[src/rtl/aes_hex_pager.sv]
// Paged 7-segment front-end for a buffered AES cipher block.
// One 32-bit word is shown at a time; paging advances on a prescaler tick or a manual step.
module aes_hex_pager #(
  parameter int unsigned DIV_W      = 23,
  parameter int unsigned WORDS      = 4,
  parameter int unsigned DIGITS     = 8,
  parameter int unsigned ACTIVE_LOW = 1,
  localparam int unsigned IDX_W     = (WORDS > 1) ? $clog2(WORDS) : 1
) (
  input  logic                  CLOCK_50,
  input  logic                  resetn,
  input  logic                  in_valid,
  output logic                  in_ready,
  input  logic [32*WORDS-1:0]   in_data,
  input  logic                  auto_mode,
  input  logic                  step,
  output logic [7*DIGITS-1:0]   hex,
  output logic [IDX_W-1:0]      word_idx,
  output logic                  busy,
  output logic                  tick
);

  localparam logic [6:0]          BLANK     = (ACTIVE_LOW != 0) ? 7'h7F : 7'h00;
  localparam logic [7*DIGITS-1:0] BLANK_ALL = {DIGITS{BLANK}};
  localparam logic [IDX_W-1:0]    LAST_IDX  = IDX_W'(WORDS - 1);

  typedef enum logic [1:0] {IDLE, PAGE, DONE} state_t;

  state_t                    state;
  logic [WORDS-1:0][31:0]    blk_q;
  logic [IDX_W-1:0]          idx_q;
  logic [DIV_W-1:0]          cnt_q;
  logic [31:0]               word_c;
  logic [7*DIGITS-1:0]       glyphs_c;
  logic                      adv_c;

  // Standard hex glyphs, gfedcba, stored in active-low form.
  function automatic logic [6:0] seg(input logic [3:0] n);
    logic [6:0] c;
    case (n)
      4'h0: c = 7'h40;
      4'h1: c = 7'h79;
      4'h2: c = 7'h24;
      4'h3: c = 7'h30;
      4'h4: c = 7'h19;
      4'h5: c = 7'h12;
      4'h6: c = 7'h02;
      4'h7: c = 7'h78;
      4'h8: c = 7'h00;
      4'h9: c = 7'h10;
      4'hA: c = 7'h08;
      4'hB: c = 7'h03;
      4'hC: c = 7'h46;
      4'hD: c = 7'h21;
      4'hE: c = 7'h06;
      4'hF: c = 7'h0E;
      default: c = 7'h7F;
    endcase
    return (ACTIVE_LOW != 0) ? c : ~c;
  endfunction

  // Decode the currently selected word, one nibble per digit.
  always_comb begin
    word_c   = blk_q[idx_q];
    glyphs_c = BLANK_ALL;
    for (int k = 0; k < int'(DIGITS); k++) begin
      glyphs_c[7*k +: 7] = seg(word_c[4*k +: 4]);
    end
    adv_c = (auto_mode & tick) | (~auto_mode & step);
  end

  // Display and word_idx lag the internal index by one cycle so they update together.
  always_ff @(posedge CLOCK_50 or negedge resetn) begin
    if (!resetn) begin
      state    <= IDLE;
      in_ready <= 1'b1;
      busy     <= 1'b0;
      tick     <= 1'b0;
      word_idx <= '0;
      hex      <= BLANK_ALL;
      blk_q    <= '0;
      idx_q    <= '0;
      cnt_q    <= '0;
    end else begin
      word_idx <= idx_q;
      hex      <= (state == IDLE) ? BLANK_ALL : glyphs_c;
      tick     <= (state == PAGE) && (cnt_q == '1);
      case (state)
        IDLE, DONE: begin
          if (in_valid) begin
            blk_q    <= in_data;
            idx_q    <= '0;
            cnt_q    <= '0;
            state    <= PAGE;
            in_ready <= 1'b0;
            busy     <= 1'b1;
          end
        end
        PAGE: begin
          cnt_q <= cnt_q + DIV_W'(1);
          if (adv_c) begin
            if (idx_q != LAST_IDX) begin
              idx_q <= idx_q + IDX_W'(1);
            end else begin
              state    <= DONE;
              in_ready <= 1'b1;
              busy     <= 1'b0;
            end
          end
        end
        default: begin
          state    <= IDLE;
          in_ready <= 1'b1;
          busy     <= 1'b0;
        end
      endcase
    end
  end

endmodule

[config.mk]
export PLATFORM = sky130hd
export DESIGN_NAME = aes_hex_pager
export DESIGN_NICKNAME = d
export VERILOG_FILES = /design/src/rtl/aes_hex_pager.sv
export SDC_FILE = /design/constraint.sdc
export NUM_CORES = 1
export LEC_CHECK = 0
export CORE_MARGIN = 2
export CORE_UTILIZATION = 50
export CTS_CLUSTER_DIAMETER = 30
export CTS_CLUSTER_SIZE = 25
export DETAILED_ROUTE_END_ITERATION = 8
export PLACE_DENSITY = 0.77
export SYNTH_ARGS = -nofsm -noshare
export SYNTH_HDL_FRONTEND = slang
export SYNTH_SLANG_ARGS = --single-unit
[constraint.sdc]
create_clock -name CLOCK_50 -period 5.2 [get_ports CLOCK_50]
set_input_delay 0.52 -clock CLOCK_50 [delete_from_list [all_inputs] [get_ports CLOCK_50]]
set_output_delay 0.52 -clock CLOCK_50 [all_outputs]
set_load 0.1 [all_outputs]
After elaboration in Yosys (flattened, before gate mapping)
Memories as Yosys holds them, arrays and structs flattened.
Cells that the tools add are included.
Cells by class
  muxes and demuxes: 21
  add/sub/neg operators: 2
  bitwise logic cells: 4
  reductions and logical operators: 8
  order comparisons: 1
  equality and inequality tests: 8
Operators by type and width (count)
  binary-select mux 32 bit (select 2 bit): 1
  two-way mux 56 bit: 1
  one-hot mux 23 bit (2 select lines): 1
  two-way mux 32 bit: 1
  adder 23 x 1 -> 23 bit (second input constant): 1
  == test 23 bit (second input constant): 1
  two-way mux 23 bit: 1
  two-way mux 2 bit: 6
  inequality test 2 bit (second input constant): 4
  one-hot mux 2 bit (2 select lines): 2
  two-way mux 1 bit: 6
  one-hot mux 1 bit (2 select lines): 2
  AND reduction 2 bit: 2
  AND reduction 4 bit: 1
  less-than comparator 2 x 3 -> 1 bit (second input constant): 1
  AND reduction 3 bit: 1
  adder 2 x 1 -> 2 bit (second input constant): 1
  AND 1 bit: 2
  == test 2 x 1 -> 1 bit (second input constant): 1
  == test 2 bit (second input constant): 1
  zero test 2 bit: 1
  inequality test 2 x 1 -> 1 bit (second input constant): 1
  nonzero test 2 bit: 1
  OR reduction 2 bit: 1
  other kinds (3): 3
Word-level totals
  ROM bits: 896
  flip-flop bits (word level): 216
  output and inout bits: 61
  logic and storage cells: 64
  memories: 8
  input port bits: 133
Memories
  (no name shown): depth 16, width 7, rd ports 1, clocked after memory_dff 0, wr ports 0, RTL line 40  | case (n)
  (no name shown): depth 16, width 7, rd ports 1, clocked after memory_dff 0, wr ports 0, RTL line 40
  (no name shown): depth 16, width 7, rd ports 1, clocked after memory_dff 0, wr ports 0, RTL line 40
  (no name shown): depth 16, width 7, rd ports 1, clocked after memory_dff 0, wr ports 0, RTL line 40
  (no name shown): depth 16, width 7, rd ports 1, clocked after memory_dff 0, wr ports 0, RTL line 40
  (no name shown): depth 16, width 7, rd ports 1, clocked after memory_dff 0, wr ports 0, RTL line 40
  +2 memories

Logic depth before layout (Yosys ltp)
  word-level depth: 5
  mapped depth: 10
  gate-level depth less buffers: 7

Worst setup path after synthesis
OpenSTA, ideal clock, no wires.
  path kind: register to register
  start point: register idx_q[0]
  end point: register hex[47]
  data required time: 5092 ps
  stages on the path, launching flop included: 9
  setup time: 108 ps
  period minus slack after synthesis: 2180 ps
  data arrival time: 2072 ps
  path buffers: 3
  slack: 3020 ps
  path through: dfrtp_1 -> buf_6 -> buf_6 -> buf_6 -> mux4_2 -> ha_1 -> mux2_2 -> nand2_1 -> o311ai_0
Between the ends
  longest elaborated chain between the ends: 4
RTL lines
  from (decl): RTL line 31  | logic [IDX_W-1:0] idx_q;
  from (signal assigned): RTL line 103  | idx_q <= idx_q + IDX_W'(1);
  binary-select mux 32 bit (select 2 bit): RTL line 64  | word_c = blk_q[idx_q];
  two-way mux 32 bit (not written as such): RTL line 64
  memory (16 x 7 bit)
  two-way mux 56 bit: RTL line 86  | hex <= (state == IDLE) ? BLANK_ALL : glyphs_c;
  to (signal assigned): RTL line 86
  to (decl): RTL line 17  | output logic [7*DIGITS-1:0] hex,
No other way between the ends. The select of a mux whose other input is x is not followed.
A chain may end at the register's enable or synchronous reset.

Worst setup path after layout
  start point: register idx_q[0]
  end point: register hex[24]
Same word-level chain as after synthesis.

==> qor.txt <==
fin crit share: 53.9%
Critical Path Sink Type: register
Core Footprint: 0.0211 mm2
vias in the first global route: 8,504
# rows: 53
first-pass GRT wire length: 43,400 um
Vias per Instance: 5.43
crit-path leading delay family: multiplexers
CP max FO: 19
CP max stage cell: dfrtp_2
gpl congestion: 0.895
DRC Markers: 0
CP Cell Sequence: buf_4 -> mux4_2 -> inv_1 -> ha_1 -> inv_1 -> mux2i_1 -> nor3_1 -> a31oi_1
Post-CTS Hold Buffers: 0
HPWL Detailed: 17,800 um
clk sink count: 216
Area growth syn-to-layout: 32.7%
Max Slew Vio Count: 0
GRT Util Overall: 24.4%
Setup violations, final: 0
Worst R2R Path Depth: 8
Worst R2R Setup Slack: 2.40 ns
reg2reg end: hex[24]
most frequent cells in the layout: nand2_1, clkdlybuf4s50_1, dfrtp_1
syn_area_per_cell: 9.82 um2
commonest non-fill, non-tap cell in the layout: nand2_1
PortBufs: 193
drt wl/cell: 17.2 um
GR Overflow Total: 0
nets: 1,453
Hold Vio Cnt, Final: 0
Max Freq: 357 MHz
ANT nets after route: 0
Crit path arrival time: 3.23 ns
Layout fillers: 1,571
I/O pins: 194
clock network latency to the later pin of the worst-skew pair: 0.52 ns
RSZ-0062 raised after global routing: false
ys flop type: dfrtp_1
Slew headroom: 20.2%
Tmin final: 2.80 ns
worst flop-to-flop path startpoint: idx_q[0]
TritonCTS Buffers: 41
Cell variety after synth: 51
mapped cell area: 0.0108 mm2
most frequent CP cell: inv_1
Setup CP Type: reg -> reg
vias: 8,568
post-CTS setup buffers: 0
initial antenna violation count: 1
number of iterations in the first detailed-routing pass: 5
outcome: completed
largest net degree at the start of global routing: 125
share of synthesized registers carrying an async set or reset: 100%
CTS root buffer: clkbuf_16
Max Cap Viol: 0
setup TNS: 0 ns
Starting Density: 51.0%
Setup Skew: 0.0282 ns
Post-synth EDFFs: 0
Post-Syn Instances: 1,096
die area: 0.0227 mm2
synthesized flop and latch total: 216
Worst path max stage delay: 0.72 ns
H-Tree Depth: 2
final WL: 27,200 um
drt initial violations: 601
Slew @ Worst Pin: 1.20 ns
fraction of layout cells with a size suffix above 1: 14.2%
clk buf depth: 3
worst min path class: in -> async
CTS tree: done
syn_nets: 1,279
required time worst endpoint: 5.63 ns
Die W: 151 um
CTS clock-pin slew for the worst setup and hold paths: 0.05 ns
DIE HEIGHT: 151 um
sequential cell area fraction in the yosys report: 50.9%
WP buf/inv: 3
CP Launch Type: register
Post-CTS Resized: 0
YS warnings: 0
==> worst register-to-register path: stages, from the launching register on <==
cell	delay, ns
dfrtp_2	0.72
buf_4	0.47
mux4_2	0.66
inv_1	0.18
ha_1	0.23
inv_1	0.08
mux2i_1	0.14
nor3_1	0.06
a31oi_1	0.18
==> cell usage after synthesis, types with 13 or more instances <==
cell type / number / share of area (%)
nand3_1: 15 / 0.70
o21ai_0: 22 / 1.0
inv_1: 29 / 1.0
dfstp_2: 57 / 14
nor2_1: 21 / 0.73
mux2i_1: 31 / 2.9
a21oi_1: 14 / 0.65
ha_1: 50 / 5.8
nand2_1: 441 / 15
dfrtp_1: 159 / 37
mux4_2: 32 / 6.7
o211ai_1: 15 / 1.0
buf_2: 15 / 0.70
a31oi_1: 13 / 0.76
clkbuf_1: 33 / 1.2
nand2b_1: 17 / 0.99
==> how the worst max path moves through the flow <==
| stage | start | to | slack (ns) | cells past startpoint |
|---|---|---|---|---|
| after floorplan | idx_q[0] | hex[47] | 3.02 | 8 |
| final | idx_q[0] | hex[24] | 2.40 | 8 |
| after detailed placement | in_valid | cnt_q[5] | 2.33 | 5 |
| after global placement | in_valid | cnt_q[5] | 2.41 | 5 |
| after global routing | idx_q[0] | hex[31] | 2.15 | 8 |
| after CTS | idx_q[0] | hex[31] | 2.33 | 8 |
==> per-stage QoR <==
step / hold slack, ns / instances / setup WS (ns) / instance area, um2 / util (%)
6_report: 0.0843 / 1578 / 2.40 / 14300 / 67.7
5_1_grt: 0.128 / 1578 / 2.15 / 14300 / 67.7
4_1_cts: 0.101 / 1577 / 2.33 / 14300 / 67.7
3_5_place_dp: 0.459 / 1502 / 2.33 / 12800 / 60.5
3_3_place_gp: 0.454 / 1502 / 2.41 / 12800 / 60.5
2_1_floorplan: 0.224 / 1096 / 3.02 / 10800 / -
==> routing by layer <==
layer / GRT usage, % / share of wire, %
met3: 4.97 / 6.0
met4: 7.85 / 2.9
met2: 36.5 / 46
met5: 0 / 0
met1: 35.9 / 45
==> cells by family after synthesis <==
logic type                 Yosys count  synth area share, %
and+or+nand+nor                    540                 20.6
DFF                                216                 50.9
AOI/OAI and AO/OA                  117                 7.36
buffers and inverters               95                 4.26
muxes                               77                 11.0
adders and majority gates           50                 5.81
xor gates and xnor gates             1               0.0814
==> final cells by class <==
cell class / count / area (um2) / share of cell area [%]
Antenna cell: 1 / 2.50 / 0.0175
Clock buffer: 50 / 1150 / 8.07
Clock inverter: 25 / 359 / 2.51
Inverter: 29 / 109 / 0.762
Multi-Input combinational cell: 785 / 4840 / 33.9
Sequential cell: 216 / 5480 / 38.4
Tap cell: 275 / 344 / 2.41
Timing Repair Buffer: 197 / 1990 / 13.9
==> state kept, by name, summed over array words and instances, names as in the netlist <==
| name | cells |
|---|---|
| blk_q | 128 |
| hex | 56 |
| cnt_q | 23 |
| idx_q | 2 |
| state | 2 |
| word_idx | 2 |
| busy | 1 |
| in_ready | 1 |
| tick | 1 |
Power is not shown: default switching activity piles up to over one toggle a cycle in this logic, so the estimate is an artifact.
